===== src/rtl/booth_bus_master.sv =====
// Purpose: host-side initiator that sequences the serial Booth multiplier bus and returns a 2*WIDTH product.
// Latency: accept at edge N, bus_start at N+1, A at N+2+GAP_CYCLES, B one cycle later, result two cycles after done.
// Backpressure: one transaction in flight; op_ready low until the result is taken via res_valid/res_ready.
// Optional: define BOOTH_MASTER_CHECK_EN to build the signed product self-checker driving res_mismatch.
module booth_bus_master #(
   parameter int WIDTH      = 5,
   parameter int GAP_CYCLES = 1,
   parameter int TIMEOUT    = 64
) (
   input  logic                 clk,
   input  logic                 rst,
   input  logic                 op_valid,
   output logic                 op_ready,
   input  logic [WIDTH-1:0]     op_a,
   input  logic [WIDTH-1:0]     op_b,
   output logic                 res_valid,
   input  logic                 res_ready,
   output logic [2*WIDTH-1:0]   res_product,
   output logic                 res_timeout,
   output logic                 res_mismatch,
   output logic                 bus_start,
   output logic [WIDTH-1:0]     bus_data,
   input  logic [WIDTH-1:0]     bus_result,
   input  logic                 bus_done
);

   // one counter serves both the gap and the done wait, so size it for the larger bound
   localparam int CMAX = (TIMEOUT > GAP_CYCLES) ? TIMEOUT : GAP_CYCLES;
   localparam int CW   = $clog2(CMAX + 1);

   typedef enum logic [2:0] {
      S_IDLE, S_START, S_GAP, S_SEND_A, S_SEND_B, S_WAIT_DONE, S_GET_HI, S_RESP
   } state_t;

   state_t               r_state;
   state_t               w_next;
   logic [CW-1:0]        r_cnt;
   logic [WIDTH-1:0]     r_a;
   logic [WIDTH-1:0]     r_b;
   logic [2*WIDTH-1:0]   r_prod;
   logic                 r_timeout;
   logic                 w_accept;
   logic                 w_gap_last;
   logic                 w_to_last;

   assign w_accept   = op_valid && (r_state == S_IDLE);
   assign w_gap_last = (r_cnt == CW'(GAP_CYCLES - 1));
   assign w_to_last  = (r_cnt == CW'(TIMEOUT - 1));

   // state register
   always_ff @(posedge clk) begin
      if (rst) r_state <= S_IDLE;
      else     r_state <= w_next;
   end

   // next-state logic; done beats the timeout terminal count
   always_comb begin
      w_next = r_state;
      case (r_state)
         S_IDLE:      if (op_valid) w_next = S_START;
         S_START:     w_next = (GAP_CYCLES > 0) ? S_GAP : S_SEND_A;
         S_GAP:       if (w_gap_last) w_next = S_SEND_A;
         S_SEND_A:    w_next = S_SEND_B;
         S_SEND_B:    w_next = S_WAIT_DONE;
         S_WAIT_DONE: begin
            if (bus_done)       w_next = S_GET_HI;
            else if (w_to_last) w_next = S_RESP;
         end
         S_GET_HI:    w_next = S_RESP;
         S_RESP:      if (res_ready) w_next = S_IDLE;
         default:     w_next = S_IDLE;
      endcase
   end

   // Moore outputs decoded from state only
   always_comb begin
      op_ready  = (r_state == S_IDLE);
      res_valid = (r_state == S_RESP);
      bus_start = (r_state == S_START);
      bus_data  = '0;
      if (r_state == S_SEND_A) bus_data = r_a;
      if (r_state == S_SEND_B) bus_data = r_b;
   end

   // gap / wait counter: runs only in GAP and WAIT_DONE, zero elsewhere
   always_ff @(posedge clk) begin
      if (rst)                                             r_cnt <= '0;
      else if (r_state == S_GAP || r_state == S_WAIT_DONE) r_cnt <= r_cnt + 1'b1;
      else                                                 r_cnt <= '0;
   end

   // operand latch and product/timeout collection
   always_ff @(posedge clk) begin
      if (rst) begin
         r_a       <= '0;
         r_b       <= '0;
         r_prod    <= '0;
         r_timeout <= 1'b0;
      end else if (w_accept) begin
         r_a       <= op_a;
         r_b       <= op_b;
         r_prod    <= '0;
         r_timeout <= 1'b0;
      end else if (r_state == S_WAIT_DONE) begin
         if (bus_done) begin
            r_prod[WIDTH-1:0] <= bus_result;
         end else if (w_to_last) begin
            r_prod    <= '0;
            r_timeout <= 1'b1;
         end
      end else if (r_state == S_GET_HI) begin
         r_prod[2*WIDTH-1:WIDTH] <= bus_result;
      end
   end

   assign res_product = r_prod;
   assign res_timeout = r_timeout;

`ifdef BOOTH_MASTER_CHECK_EN
   logic [2*WIDTH-1:0]   r_exp;
   logic                 r_mismatch;
   logic [2*WIDTH-1:0]   w_exp_calc;
   logic [2*WIDTH-1:0]   w_a_ext;
   logic [2*WIDTH-1:0]   w_b_ext;

   // sign-extend to full width so the truncated product is the signed result
   assign w_a_ext    = {{WIDTH{op_a[WIDTH-1]}}, op_a};
   assign w_b_ext    = {{WIDTH{op_b[WIDTH-1]}}, op_b};
   assign w_exp_calc = w_a_ext * w_b_ext;

   // expected product at accept, compared once the high word arrives
   always_ff @(posedge clk) begin
      if (rst) begin
         r_exp      <= '0;
         r_mismatch <= 1'b0;
      end else if (w_accept) begin
         r_exp      <= w_exp_calc;
         r_mismatch <= 1'b0;
      end else if (r_state == S_GET_HI) begin
         r_mismatch <= ({bus_result, r_prod[WIDTH-1:0]} != r_exp);
      end
   end

   assign res_mismatch = r_mismatch;
`else
   assign res_mismatch = 1'b0;
`endif

endmodule


===== config.mk =====
export PLATFORM = sky130hd
export DESIGN_NAME = booth_bus_master
export DESIGN_NICKNAME = d
export VERILOG_FILES = /design/src/rtl/booth_bus_master.sv
export SDC_FILE = /design/constraint.sdc
export NUM_CORES = 1
export LEC_CHECK = 0
export ABC_AREA = 1
export CORE_ASPECT_RATIO = 2
export CORE_MARGIN = 1.5
export CORE_UTILIZATION = 49
export CTS_BUF_LIST = sky130_fd_sc_hd__clkbuf_2
export DETAILED_ROUTE_END_ITERATION = 8
export PLACE_DENSITY_LB_ADDON = 0.08
export SKIP_LAST_GASP = 1
export SLEW_MARGIN = 20
export SYNTH_ARGS = -nofsm -noshare
export SYNTH_HDL_FRONTEND = slang
export SYNTH_SLANG_ARGS = --single-unit

===== constraint.sdc =====
create_clock -name clk -period 1.4 [get_ports clk]
set_input_delay 0.21 -clock clk [delete_from_list [all_inputs] [get_ports clk]]
set_output_delay 0.21 -clock clk [all_outputs]
set_load 0.05 [all_outputs]

* Word-level counts from Yosys, hierarchy flattened
Cells that the tools add are included.
Storage, ports and cells: word-level logic and storage cells 49, bits in read-only memories 0, bits in writable memories 0, register bits 31, memories kept 0, bits in latches 0, input port bits 20
Operators by class: equality and inequality tests 14, div/mod/pow operators 0, shifts and indexed selects 0, reductions and logical operators 12, magnitude comparators 0, add/sub/neg operators 1, bitwise logic cells 2, $mul 0, muxes and demuxes 13
Operator list (count):
- 5-bit 2-to-1 mux | 6
- 3-bit case mux with 8 select lines | 1
- 3-bit 2-to-1 mux | 5
- 3-bit == test, second input constant | 4
- 10-bit 2-to-1 mux | 1
- 2-bit inequality test, second input constant | 4
- 7-bit by 1-bit adder with 7-bit output, second input constant | 1
- 7-bit by 6-bit == test with 1-bit output, second input constant | 1
- 7-bit logical NOT | 1
- 3-bit by 2-bit == test with 1-bit output, second input constant | 2
- 3-bit AND reduction | 2
- 4-bit AND reduction | 1
- 2-bit nonzero test | 2
- 2-bit OR reduction | 2
- 3-bit by 1-bit == test with 1-bit output, second input constant | 1
- 3-bit logical NOT | 1
- 3-bit inequality test, second input constant | 1
- 2-bit by 1-bit inequality test with 1-bit output, second input constant | 1
- 1-bit NOT | 2
- 2-bit AND reduction | 1
- 1-bit logical AND | 1
- 1-bit logical OR | 1

* Depth between registers and ports, before layout
depth in word-level cells 4, gate-level depth with buffers 10, depth with buffers taken out 10

* Least setup slack after synthesis
Ideal clock, no wire load.
kind reg2reg, start point register r_state[0], end point register r_a[0], arrival 1.828 ns, setup time 0.119 ns, setup slack -0.547 ns, stages on the path, launching flop included 9, data required time 1.281 ns, buffers on the path 1, path through dfxtp_1 inv_1 ha_1 inv_1 nor2_1 nand2_1 clkbuf_2 o21ai_0 a21oi_1
Between the ends: longest elaborated chain between the ends 2
RTL lines:
- from (decl) | line 35 | state_t r_state;
- from (signal assigned) | line 53 | else r_state <= w_next;
- 3-bit logical NOT
- via op_ready | line 13 | output logic op_ready,
- 1-bit logical AND | line 46 | assign w_accept = op_valid && (r_state == S_IDLE);
- to (signal assigned) | line 100 | r_a <= op_a;
- to (decl) | line 38 | logic [WIDTH-1:0] r_a;
The timed path passes the listed nets, and every way through them passes these cells. A chain may end at the register's enable or synchronous reset.

* Worst setup path after layout
start point register r_state[1], end point output bus_data[0]
Between the ends: longest elaborated chain between the ends 3, elaborated cells on any way between the ends 4, those cells by class eq/ne: 2; mux: 2
RTL lines:
- 3-bit by 2-bit == test with 1-bit output | line 81 | if (r_state == S_SEND_A) bus_data = r_a;
- 5-bit 2-to-1 mux | line 81
- 5-bit 2-to-1 mux * | line 82 | if (r_state == S_SEND_B) bus_data = r_b;
- to (decl) | line 22 | output logic [WIDTH-1:0] bus_data,
Mark *: on every way between the ends. The rest lies on a longest branch, timed or not.

==> impl_metrics.py <==
metrics = {
    "status": {
        "status": "finished, violations left",
        "violations": "setup timing",
    },
    "yosys": {
        "ys_seq_area_share_pct": 41.9,
        "synth_area_leader_cell": "dfxtp_1",
        "postSynthCellCount": 198,
        "synth_area_um2": 1480,
        "async_flop_share_pct": 0,
        "synth_edf_count": 0,
        "yosysUniqueCellTypes": 24,
        "synth-seq-cells": 31,
        "yosysTopAreaCellShare_pct": 41.9,
        "synth_most_common_cell": "nand2_1",
        "yosys_warnings": 0,
        "synth_common_cells": "nand2_1 (33), dfxtp_1 (31), inv_1 (31)",
        "synth_area_per_cell_um2": 7.48,
        "ys_top_cells_by_area": "dfxtp_1 (42%), nand2_1 (8.4%), a21oi_1 (8.1%)",
        "synth_flop_cell": "dfxtp_1",
        "synthesis.nets": 224,
    },
    "global_route": {
        "grt_pass1_vias": 1696,
        "grt_pass1_wl_mm": 7.60,
        "grt_max_degree": 21,
        "grt-ovfl-total": 0,
        "track_usage_pct": 30.4,
        "antenna_found_initial": 0,
    },
    "cells_and_area": {
        "drive_above_1_share_pct": 46.4,
        "n_fill_cell": 78,
        "syn2layout_area_growth_pct": 86.7,
        "layout.nets": 288,
        "stdcell_count": 293,
        "antenna_cells": 0,
    },
    "run": {
        "max_cap_violations": 0,
    },
    "place": {
        "place_congestion": 0.907,
        "dp.cells": 270,
        "place_hpwl_mm": 3.01,
        "pre_cts_ws_ns": -0.0465,
        "io_buffers": 38,
    },
    "timing": {
        "max_freq_ghz": 0.559,
        "setup_slack_ns": -0.388,
        "tns_ns": -9.38,
        "min_period_ns": 1.79,
        "maxSlewViolCount": 0,
        "finalCritPeriodShare_pct": 128,
        "rsz0062_at_grt": "yes",
        "fin_skew_ns": 0.0227,
        "setup_viol": 39,
        "hold_viol_final": 0,
    },
    "critical_path": {
        "cp.required_ns": 1.19,
        "reg2regPathDepth": 10,
        "critPathLaunchType": "flop",
        "endpoint_kind": "output pin",
        "path_max_fanout": 6,
        "path_class": "flop to output pin",
        "crit_arrival_ns": 1.58,
    },
    "power": {
        "finalPower_mw": 4.31,
        "powerDensity_nw_per_um2": 1560,
        "leakagePower_nw": 1.05,
        "ir_drop_v": 0.00164,
    },
    "detailed_routing": {
        "vias_per_cell": 6.16,
        "routedWlPerCell_um": 22.6,
        "totalWireLength_mm": 6.61,
        "drc_errors": 0,
        "first_pass_iters": 4,
        "via_count": 1804,
        "drtIter0Drc": 108,
        "ant_nets": 0,
    },
    "die": {
        "num_rows": 28,
        "die_w_um": 41.9,
        "die_h_um": 80.7,
        "start_util_pct": 50.9,
        "coreArea_um2": 2910,
        "ios": 40,
        "fp.dieArea_um2": 3380,
    },
    "clock_tree": {
        "cts_tree": "yes",
        "cts_sinks": 31,
        "clockBufferDepth": 2,
        "cts_buffers": 5,
        "clock-root-buffer": "clkbuf_2",
        "path_clk_slew_ns": 0.18,
        "h-tree-depth": 2,
        "clk_latency_ns": 0.38,
    },
    "worst_hold_path": {
        "hold_path.class": "primary input to flop",
        "holdPathStages": 3,
    },
}
-- per-layer routing --
metal	GRT usage (%)	share of wire, %	vias to the layer above
met5	0	0	-
met4	19.7	9.0	0
met3	5.39	6.4	58
met2	60.3	53	139
met1	26.3	32	848
li1	-	-	759
-- cell type report --
type                    instances  area, um2  share of cell area [%]
repair buffers                 63        860                    31.1
inverters                      31        121                    4.39
clock buffers                   5       25.0                   0.905
multi-input cells             130       1050                    38.1
well taps                      30       37.5                    1.36
flip-flops and latches         31        628                    22.7
clock inverters                 3       38.8                    1.40
-- state kept, by name, summed over array words and instances, names as in the netlist --
register / cells
r_a: 5
res_product: 10
r_b: 5
r_state: 3
r_cnt: 7
res_timeout: 1
-- critical path: stages, from the launching register on --
cell and delay [ns]:
dfxtp_4 0.41, inv_4 0.07, ha_4 0.15, nand2_4 0.07, buf_12 0.16, o22ai_4 0.17, buf_12 0.16
-- power breakdown --
group	internal [mW]	total [mW]	leakage [nW]	switching, mW
registers	1.04	1.15	0.254	0.107
logic	1.10	2.54	0.757	1.44
clock network	0.294	0.626	0.0404	0.332
total	2.43	4.31	1.05	1.88
-- timing repair --
action,in CTS,in global routing
gates resized for setup,38,47
cloned,0,2
endpoints found under the setup margin,28,39
hold buffers,0,0
pin swaps,18,18
setup buffers,9,6
-- stage by stage --
| stage | instance area, um2 | util [%] | hold slack (ns) |
|---|---|---|---|
| final | 2760 | 95.1 | 0.457 |
| after global routing | 2760 | 95.1 | 0.451 |
| after CTS | 2500 | 85.9 | 0.401 |
| after detailed placement | 2230 | 76.6 | 0.461 |
| after global placement | 2230 | 76.6 | 0.454 |
| after floorplan | 1550 | - | 0.354 |
-- kinds of logic after synthesis --
| logic type | share of synthesized area, % |
|---|---|
| flops | 41.9 |
| simple gates | 26.5 |
| compound gates | 15.2 |
| buf+inv | 10.5 |
| other cells | 0.253 |
| xor+xnor | 0.592 |
| fa+ha+maj | 5.07 |
-- worst paths after layout --
kind,startpoint,slack (ns),endpoint
setup / recovery,r_state[1],-0.39,bus_data[0]
hold / removal,op_b[0],0.46,r_b[0]
setup reg to reg,r_state[1],-0.32,res_product[5]
hold reg to reg,res_timeout,0.52,res_timeout
-- placed cells by master, fill, tap and decap left out, drive strengths merged --
| cell type | Yosys | final |
|---|---|---|
| bufinv | 0 | 1 |
| nor2 | 23 | 23 |
| clkinv | 0 | 2 |
| ha | 6 | 6 |
| dfxtp | 31 | 31 |
| nor3b | 1 | 1 |
| inv | 31 | 31 |
| nand3b | 2 | 2 |
| clkdlybuf4s50 | 0 | 19 |
| nand3 | 16 | 16 |
| conb | 1 | 1 |
| clkbuf | 1 | 7 |
| xnor2 | 1 | 1 |
| a21oi | 25 | 25 |
| nor3 | 1 | 1 |
| o22ai | 5 | 5 |
| nand2 | 36 | 36 |
| buf | 5 | 42 |
| o21ai | 13 | 13 |
No activity file was read; power rests on OpenSTA's default activity.
